**src/rtl/card_dealer_ctrl_pkg.sv**
```systemverilog
`timescale 1ns/1ps
// Shared constants, FSM state type and card point helper for the blackjack card dealer.
package dealer_pkg;

    localparam int         DECK_SIZE = 52;
    localparam logic [5:0] CARD_NONE = 6'h3F;

    typedef enum logic [1:0] {IDLE, DRAW, PROBE, GRANT} state_t;

    // Face cards count as ten; ace stays at one.
    function automatic logic [3:0] points(input logic [3:0] rank);
        return (rank > 4'd10) ? 4'd10 : rank;
    endfunction

endpackage

```
**src/rtl/card_dealer_ctrl_lfsr16.sv**
```systemverilog
`timescale 1ns/1ps
// Free-running 16-bit Fibonacci LFSR (taps 16,14,13,11), seeded on reset.
module lfsr16 #(
    parameter logic [15:0] SEED = 16'hACE1
) (
    input  logic        i_clock_50,
    input  logic        i_resetn,
    output logic [15:0] o_q
);

    logic [15:0] r_q;
    logic        w_fb;

    assign w_fb = r_q[15] ^ r_q[13] ^ r_q[12] ^ r_q[10];
    assign o_q  = r_q;

    always_ff @(posedge i_clock_50) begin
        if (!i_resetn) r_q <= SEED;
        else           r_q <= {r_q[14:0], w_fb};
    end

endmodule

```
**src/rtl/card_dealer_ctrl.sv**
```systemverilog
`timescale 1ns/1ps
// Arbitrates player/dealer draw requests and deals unique cards from one deck.
//   state | meaning
//   IDLE  | apply pending shuffle, else arbitrate requests
//   DRAW  | fold LFSR sample into a card index
//   PROBE | step past dealt cards, claim the first free one
//   GRANT | one-cycle ack to the winner
module card_dealer_ctrl
    import dealer_pkg::*;
#(
    parameter logic [15:0] LFSR_SEED = 16'hACE1
) (
    input  logic       i_clock_50,
    input  logic       i_resetn,
    input  logic [1:0] i_req,
    input  logic       i_shuffle,
    output logic [1:0] o_ack,
    output logic [5:0] o_card_idx,
    output logic [3:0] o_card_rank,
    output logic [3:0] o_card_pts,
    output logic       o_deck_empty,
    output logic [5:0] o_cards_left,
    output logic       o_busy
);

    localparam logic [5:0] DECK_CNT = 6'(DECK_SIZE);
    localparam logic [5:0] LAST_IDX = 6'(DECK_SIZE - 1);

    logic [15:0] w_lfsr;
    logic [9:0]  w_unused_lfsr;
    logic [5:0]  w_rnd;
    logic [5:0]  w_draw_idx;
    logic [5:0]  w_next_idx;
    logic [3:0]  w_rank0;
    logic        w_winner;

    state_t      r_state;
    logic [51:0] r_used;
    logic [5:0]  r_idx;
    logic        r_win;
    logic        r_rr;
    logic        r_shuffle_pend;
    logic [5:0]  r_cards_left;
    logic [1:0]  r_ack;
    logic [5:0]  r_card_idx;
    logic [3:0]  r_card_rank;
    logic [3:0]  r_card_pts;
    logic        r_deck_empty;
    logic        r_busy;

    lfsr16 #(.SEED(LFSR_SEED)) u_lfsr (
        .i_clock_50 (i_clock_50),
        .i_resetn   (i_resetn),
        .o_q        (w_lfsr)
    );

    assign w_rnd         = w_lfsr[5:0];
    assign w_unused_lfsr = w_lfsr[15:6];
    assign w_draw_idx    = (w_rnd >= DECK_CNT) ? w_rnd - DECK_CNT : w_rnd;
    assign w_next_idx    = (r_idx == LAST_IDX) ? 6'd0 : r_idx + 6'd1;
    assign w_winner      = (i_req[0] & i_req[1]) ? r_rr : i_req[1];

    // idx mod 13 without a divider: at most three suit offsets to remove.
    always_comb begin
        if (r_idx >= 6'd39)      w_rank0 = 4'(r_idx - 6'd39);
        else if (r_idx >= 6'd26) w_rank0 = 4'(r_idx - 6'd26);
        else if (r_idx >= 6'd13) w_rank0 = 4'(r_idx - 6'd13);
        else                     w_rank0 = r_idx[3:0];
    end

    always_ff @(posedge i_clock_50) begin
        if (!i_resetn) begin
            r_state        <= IDLE;
            r_used         <= '0;
            r_idx          <= '0;
            r_win          <= 1'b0;
            r_rr           <= 1'b0;
            r_shuffle_pend <= 1'b0;
            r_cards_left   <= DECK_CNT;
            r_ack          <= 2'b00;
            r_card_idx     <= '0;
            r_card_rank    <= '0;
            r_card_pts     <= '0;
            r_deck_empty   <= 1'b0;
            r_busy         <= 1'b0;
        end else begin
            r_ack <= 2'b00;
            case (r_state)
                IDLE: begin
                    if (r_shuffle_pend) begin
                        r_used         <= '0;
                        r_cards_left   <= DECK_CNT;
                        r_shuffle_pend <= 1'b0;
                    end else if (|i_req) begin
                        r_win  <= w_winner;
                        r_busy <= 1'b1;
                        if (r_cards_left == 6'd0) begin
                            r_state      <= GRANT;
                            r_ack        <= w_winner ? 2'b10 : 2'b01;
                            r_rr         <= ~w_winner;
                            r_card_idx   <= CARD_NONE;
                            r_card_rank  <= 4'd0;
                            r_card_pts   <= 4'd0;
                            r_deck_empty <= 1'b1;
                        end else begin
                            r_state <= DRAW;
                        end
                    end
                end
                DRAW: begin
                    r_idx   <= w_draw_idx;
                    r_state <= PROBE;
                end
                PROBE: begin
                    if (r_used[r_idx]) begin
                        r_idx <= w_next_idx;
                    end else begin
                        r_used[r_idx] <= 1'b1;
                        r_cards_left  <= r_cards_left - 6'd1;
                        r_ack         <= r_win ? 2'b10 : 2'b01;
                        r_rr          <= ~r_win;
                        r_card_idx    <= r_idx;
                        r_card_rank   <= w_rank0 + 4'd1;
                        r_card_pts    <= points(w_rank0 + 4'd1);
                        r_deck_empty  <= 1'b0;
                        r_state       <= GRANT;
                    end
                end
                GRANT: begin
                    r_busy  <= 1'b0;
                    r_state <= IDLE;
                end
                default: begin
                    r_busy  <= 1'b0;
                    r_state <= IDLE;
                end
            endcase
            // A pulse arriving while a shuffle is being applied re-arms it.
            if (i_shuffle) r_shuffle_pend <= 1'b1;
        end
    end

    assign o_ack        = r_ack;
    assign o_card_idx   = r_card_idx;
    assign o_card_rank  = r_card_rank;
    assign o_card_pts   = r_card_pts;
    assign o_deck_empty = r_deck_empty;
    assign o_cards_left = r_cards_left;
    assign o_busy       = r_busy;

endmodule

```
**config.mk**
```make
export PLATFORM = sky130hd
export DESIGN_NAME = card_dealer_ctrl
export DESIGN_NICKNAME = d
export VERILOG_FILES = /design/src/rtl/card_dealer_ctrl_pkg.sv /design/src/rtl/card_dealer_ctrl_lfsr16.sv /design/src/rtl/card_dealer_ctrl.sv
export SDC_FILE = /design/constraint.sdc
export NUM_CORES = 1
export LEC_CHECK = 0
export BUFFER_PORTS_ARGS = -buffer_cell sky130_fd_sc_hd__buf_2
export CORE_MARGIN = 1.5
export CORE_UTILIZATION = 30
export CTS_CLUSTER_SIZE = 14
export DETAILED_ROUTE_END_ITERATION = 7
export MAX_ROUTING_LAYER = met4
export PLACE_DENSITY = 0.44
export SYNTH_ARGS = -nofsm -noshare
export SYNTH_HDL_FRONTEND = slang
export SYNTH_SLANG_ARGS = --single-unit
export TNS_END_PERCENT = 10
```
**constraint.sdc**
```tcl
create_clock -name i_clock_50 -period 3 [get_ports i_clock_50]
set_clock_uncertainty 0.05 [all_clocks]
set_input_delay 0 -clock i_clock_50 [delete_from_list [all_inputs] [get_ports i_clock_50]]
set_output_delay 0 -clock i_clock_50 [all_outputs]
set_load 0.01 [all_outputs]
```
Yosys cells after proc, flatten, opt, wreduce, memory -nomap -nowiden. Index checks and enable logic that the tools add are counted.

Register bits after elaboration: 103. Bits of input ports: 5. Output and inout bits: 24. Word-level logic and storage cells: 118.

Add/subtract/negate cells: 7. Order comparisons: 7. Equal/unequal tests: 10. Mux-type cells: 58. Bitwise logic cells: 8. Reductions and logical operators: 14.

Operators with widths (count): $mux W52 (2); $pmux W52 S2 (1); $mux W6 (9); $or A52 B52 Y52 (1); $mux W4 (9); $pmux W6 S2 (3); $mux W2 (10); $pmux W4 S2 (2); $mux W1 (15); $ge A6 B6 Y1 const B (2); $ne A2 B2 Y1 const B (6); $reduce_and A3 Y1 (4); $pmux W2 S4 (1); $reduce_bool A2 Y1 (4); $sub A4 B4 Y4 const B (2); $lt A6 B7 Y1 const B (1); $add A6 B1 Y6 const B (1); $bmux W1 S6 (1); $demux W1 S6 (1); $eq A6 B6 Y1 const B (1); $ge A6 B1 Y1 const B (1); $ge A6 B4 Y1 const B (1); $ge A6 B5 Y1 const B (1); $logic_not A6 Y1 (1); 17 further kinds (24).

Depth between registers and ports, before layout.
Depth after elaboration: 9. Depth in mapped cells: 14. Depth with buffers taken out: 11.

Modules after synthesis. A second synthesis with hierarchy kept.

Cell total of the unflattened synthesis: 573. Area total of the unflattened synthesis: 5009.8 um^2.

By module, submodules not included: card_dealer_ctrl (times used 1, cells an instance 537, area each 4551.9 um^2, sequential area each 1721.7 um^2); lfsr16 (times used 1, cells an instance 36, area each 457.9 um^2, sequential area each 320.3 um^2).

Worst setup path after synthesis. No wires, ideal clock.

Kind: reg-to-reg. Start: reg r_idx[1]. End: reg r_card_pts[0], in the netlist o_card_pts[0]. Library setup time: 0.116 ns. Arrival time: 2.863 ns. Data required time: 2.834 ns. Slack: -0.030 ns. Stages on the path, launching flop included: 13. Buffers on the path: 2. Clock period less this slack: 3.030 ns. Cells stage by stage: dfxtp_1 -> buf_2 -> buf_2 -> inv_1 -> ha_1 -> nand2b_1 -> a31oi_1 -> mux2i_1 -> o311a_1 -> ha_1 -> nand2b_1 -> a21o_1 -> a31o_2.

Longest elaborated chain between the ends: 9. Elaborated cells on any way between the ends: 18. Classes of those cells: add/sub: 4; order compare: 4; eq/ne: 1; mux: 8; reduce/logical: 1.

Ends and longest elaborated chain: from (decl) (RTL line card_dealer_ctrl.sv:39) `logic [5:0] r_idx;`; from (signal assigned) (RTL line card_dealer_ctrl.sv:111) `r_idx <= w_draw_idx;`; from (signal assigned) (RTL line card_dealer_ctrl.sv:116) `r_idx <= w_next_idx;`; $ge A6 B4 Y1 / $sub A4 B4 Y4 (equally long branches) (RTL line card_dealer_ctrl.sv:67) `else if (r_idx >= 6'd13) w_rank0 = 4'(r_idx - 6'd13);`; $mux W4 (RTL line card_dealer_ctrl.sv:67); $mux W4 (RTL line card_dealer_ctrl.sv:66) `else if (r_idx >= 6'd26) w_rank0 = 4'(r_idx - 6'd26);`; $mux W4 (RTL line card_dealer_ctrl.sv:65) `if (r_idx >= 6'd39) w_rank0 = 4'(r_idx - 6'd39);`; $add A4 B1 Y4 (RTL line card_dealer_ctrl.sv:124) `r_card_pts <= points(w_rank0 + 4'd1);`; $gt A4 B4 Y1 (RTL line card_dealer_ctrl_pkg.sv:12) `return (rank > 4'd10) ? 4'd10 : rank;`; $mux W4 (RTL line card_dealer_ctrl_pkg.sv:12); $mux W4 (RTL line card_dealer_ctrl.sv:115) `if (r_used[r_idx]) begin`; $pmux W4 S2 (RTL line card_dealer_ctrl.sv:88) `case (r_state)`; to (signal assigned) (RTL line card_dealer_ctrl.sv:124); to (decl) (RTL line card_dealer_ctrl.sv:47) `logic [3:0] r_card_pts;`.

Several ways; a longest one is shown, not always the timed one. The select of a mux whose other input is x is not followed. A chain may end at the register's enable or synchronous reset.

Final worst setup path.
Start: reg r_idx[0]. End: reg r_card_idx[1], in the netlist o_card_idx[1].

Longest elaborated chain between the ends: 4.

Ends and longest elaborated chain: $bmux W1 S6 (RTL line card_dealer_ctrl.sv:115); $mux W1 (implied by the code) (RTL line card_dealer_ctrl.sv:115); $ne A2 B2 Y1 (no source line); $reduce_and A5 Y1 (no source line); to (signal assigned) (RTL line card_dealer_ctrl.sv:122) `r_card_idx <= r_idx;`; to (decl) (RTL line card_dealer_ctrl.sv:45) `logic [5:0] r_card_idx;`.

Every way passes these cells. The select of a mux whose other input is x is not followed.

==> metrics.md <==
| Metric | Value |
|---|---|
| Top FF cell, synth | dfxtp_1 |
| Count of buffers added by post-CTS timing repair for setup | 0 |
| Placed Instance Area | 5400 µm² |
| Num rows | 46 |
| Fmax | 359 MHz |
| Worst hold path class | input port to flip-flop |
| Final wirelength | 12.7 mm |
| Drt pass-1 iters | 4 |
| Mean post-synth cell area | ~9 µm² |
| Die Ht | around 130 µm |
| Count of flip-flops with a built-in enable after synthesis | 0 |
| Via density | 5.10 |
| Layout overhead on the synthesized area | 17.8% |
| Number of clock buffers inserted by TritonCTS | 9 |
| Number of hold violations in the final report | 0 |
| Element type at the critical path end | flip-flop |
| Status | finished, final reports clean |
| Fin crit period | 2.79 ns |
| Slew at the pin closest to its max-slew limit | 0.722 ns |
| Unrepaired setup endpoints after global routing | false |
| I/O Buffers | 28 |
| Overflow left after global routing | 0 |
| CTS tree | done |
| Worst slew slack as a fraction of its limit | 51.8% |
| Syn nets | 552 |
| H-tree depth reported by CTS | 3 |
| Fraction of the yosys area taken by sequential cells | 41.9% |
| Number of distinct standard cells referenced by the synthesized netlist | 61 |
| Vias in the first global route | 3782 |
| Top cells by count, synth | dfxtp_1, nor2_1, a21oi_1 |
| Maximum number of pins on one net before global-route repair | 46 |
| Root cell of the clock tree | clkbuf_16 |
| Number of antenna-violating nets in the routed design | 0 |
| Leakage | 2.17 nW |
| Cts-stage hold buffer count | 3 |
| Flop and latch count out of synthesis | 102 |
| Number of vias in the routed layout | 4005 |
| Core ar. | 15900 µm² |
| Wire length of the first global-routing pass | about 21 mm |
| Critical path arrival | 3.01 ns |
| Layout cells sized above 1 | 17.4% |
| Clock slew at the register clock pins of the worst setup and hold paths | around 0.080 ns |
| Biggest area consumer among synthesized cells | dfxtp_1 |
| Cell count after synthesis | 528 |
| Share of the synthesized area in the top cell type | a little over two fifths |
| Initial core utilization | between 30 and 40% |
| Number of antenna diodes | 0 |
| Final Instance Count excl. Fillers | 785 |
| Clk sinks | 102 |
| Final slew viol count | 0 |
| Post-CTS resize count | 0 |
| Final Wtd Congestion | 0.793 |
| Area of the die | 17000 µm² |
| Worst IR drop on VDD | approximately 0.38 mV |
| Post-route DRC | 0 |
| First DRT Iteration DRCs | 289 |
| Hold slack final | ~0.046 ns |
| Total of warnings raised by yosys | 0 |
| Post-synth ARST share | 0% |
| Average wire per standard cell | ~16 µm |
| Period utilisation layout | 92.9% |
| Cell with the most instances after synthesis | dfxtp_1 |
| Instance count after placement with tap cells included | 766 |
| Number of max-cap violations | 0 |
| Worst Path Required | 3.22 ns |
| Width of the chip | 131 µm |
| Post-Route Setup TNS | 0 ns |
| Largest driver fanout on the critical path | 23 |
| Cell area after synthesis | 4880 µm² |
| Antenna violations before repair | 0 |
| Path type of the worst setup path | flip-flop to flip-flop |
| Number of buffers on the longest clock path | 2 |
| Post-placement setup slack | 0.233 ns |
| Kind of launch point of the worst setup path | flip-flop |
| Detail Placement HPWL | 8.78 mm |
| Finished Cell Area | about 5700 µm² |
| Clock latency on the worst-skew pair | 0.36 ns |
| Fill cell total of the finished layout | about 1700 |
| Synth top area cells | dfxtp_1, nor2_1, ha_1, a41oi_1, a21oi_1 |
| Num ports | 29 |
| Total track usage | between 10% and 20% |
| Fin nets | 588 |
| Final worst setup slack | 0.212 ns |
| Final setup fails | 0 |
| Ratio of total power to cell area | 757 nW/µm² |
-- worst paths after layout --
kind,start,to,slack (ns),cells after the start
worst max-delay path,r_idx[0]$_SDFFE_PN0P_,o_card_idx[1]$_SDFFE_PN0P_,0.21,10
worst min-delay path,i_resetn,u_lfsr.o_q[6]$_SDFF_PN1_,0.05,3
worst max register to register,r_idx[0]$_SDFFE_PN0P_,o_card_idx[1]$_SDFFE_PN0P_,0.21,10
worst min register to register,u_lfsr.o_q[14]$_SDFF_PN0_,u_lfsr.o_q[15]$_SDFF_PN1_,0.36,1
-- layout by cell type, fill, tap and decap left out, types with 8 or more instances in the layout --
cell         n
buf_2       28
a41oi_1     21
a211oi_1    10
nand2b_1    10
inv_1       21
ha_1        19
nand2_1     26
dfxtp_1    102
o21ai_0     12
and2_1      12
buf_4       35
mux2i_1     16
nor2_1      82
a31oi_1      8
a22o_1       9
clkbuf_16    9
a21oi_1     32
xnor2_1      8
-- through the flow --
stage	util (%)	power [mW]
final	36.2	4.35
after global routing	36.2	4.62
after CTS	36.2	4.39
after detailed placement	34.0	3.12
after global placement	34.0	3.11
after floorplan	-	2.63
-- cell families after synthesis --
kind of cell               Yosys count  synth area share [%]
and+or+nand+nor                    167                  15.9
adders and majority gates           19                  4.87
DFF                                102                  41.9
muxes                               26                  7.59
xor gates and xnor gates            10                  1.80
buffers and inverters               64                  5.75
AOI/OAI and AO/OA                  140                  22.2
-- flip-flops by register name, indices dropped and copies added (netlist names), 2 cells and up --
| register | flops |
|---|---|
| o_ack | 2 |
| o_card_idx | 6 |
| o_card_pts | 3 |
| o_card_rank | 4 |
| o_cards_left | 6 |
| r_idx | 6 |
| r_state | 2 |
| r_used | 52 |
| u_lfsr.o_q | 16 |
-- final cells by class --
class                      count  area, µm²  area share [%]
sequential                   102       2040            35.5
inverter                      21       78.8            1.37
multi-input combinational    362       2560            44.6
timing repair buffer          68        473            8.23
clock buffer                   9        225            3.92
clock inverter                 7       92.6            1.61
tap                          216        270            4.70
-- critical path, cell delays in order (launching register included) --
cell      delay (ns)
dfxtp_1         0.34
buf_4           0.17
mux4_1          0.57
mux2_2          0.28
a31oi_1         0.17
a32oi_1         0.14
buf_4           0.22
a21oi_4         0.28
buf_12          0.20
nor2_1          0.05
a311oi_1        0.22
-- routing by layer --
layer	wire length (µm)	share of wire, %	track usage, %	vias to the layer above
li1	-	-	-	1977
met4	186	1.5	5.88	0
met5	0	0	-	-
met1	6320	50	22.5	1918
met2	5510	43	23.0	95
met3	719	5.6	3.42	15
-- report_power, final --
| group | leakage (nW) | switching (mW) | internal, mW |
|---|---|---|---|
| combinational | 1.20 | 0.958 | 0.568 |
| clock | 0.149 | 0.584 | 0.669 |
| sequential | 0.828 | 0.111 | 1.46 |
Note: power is estimated with default switching activity, not from simulation.
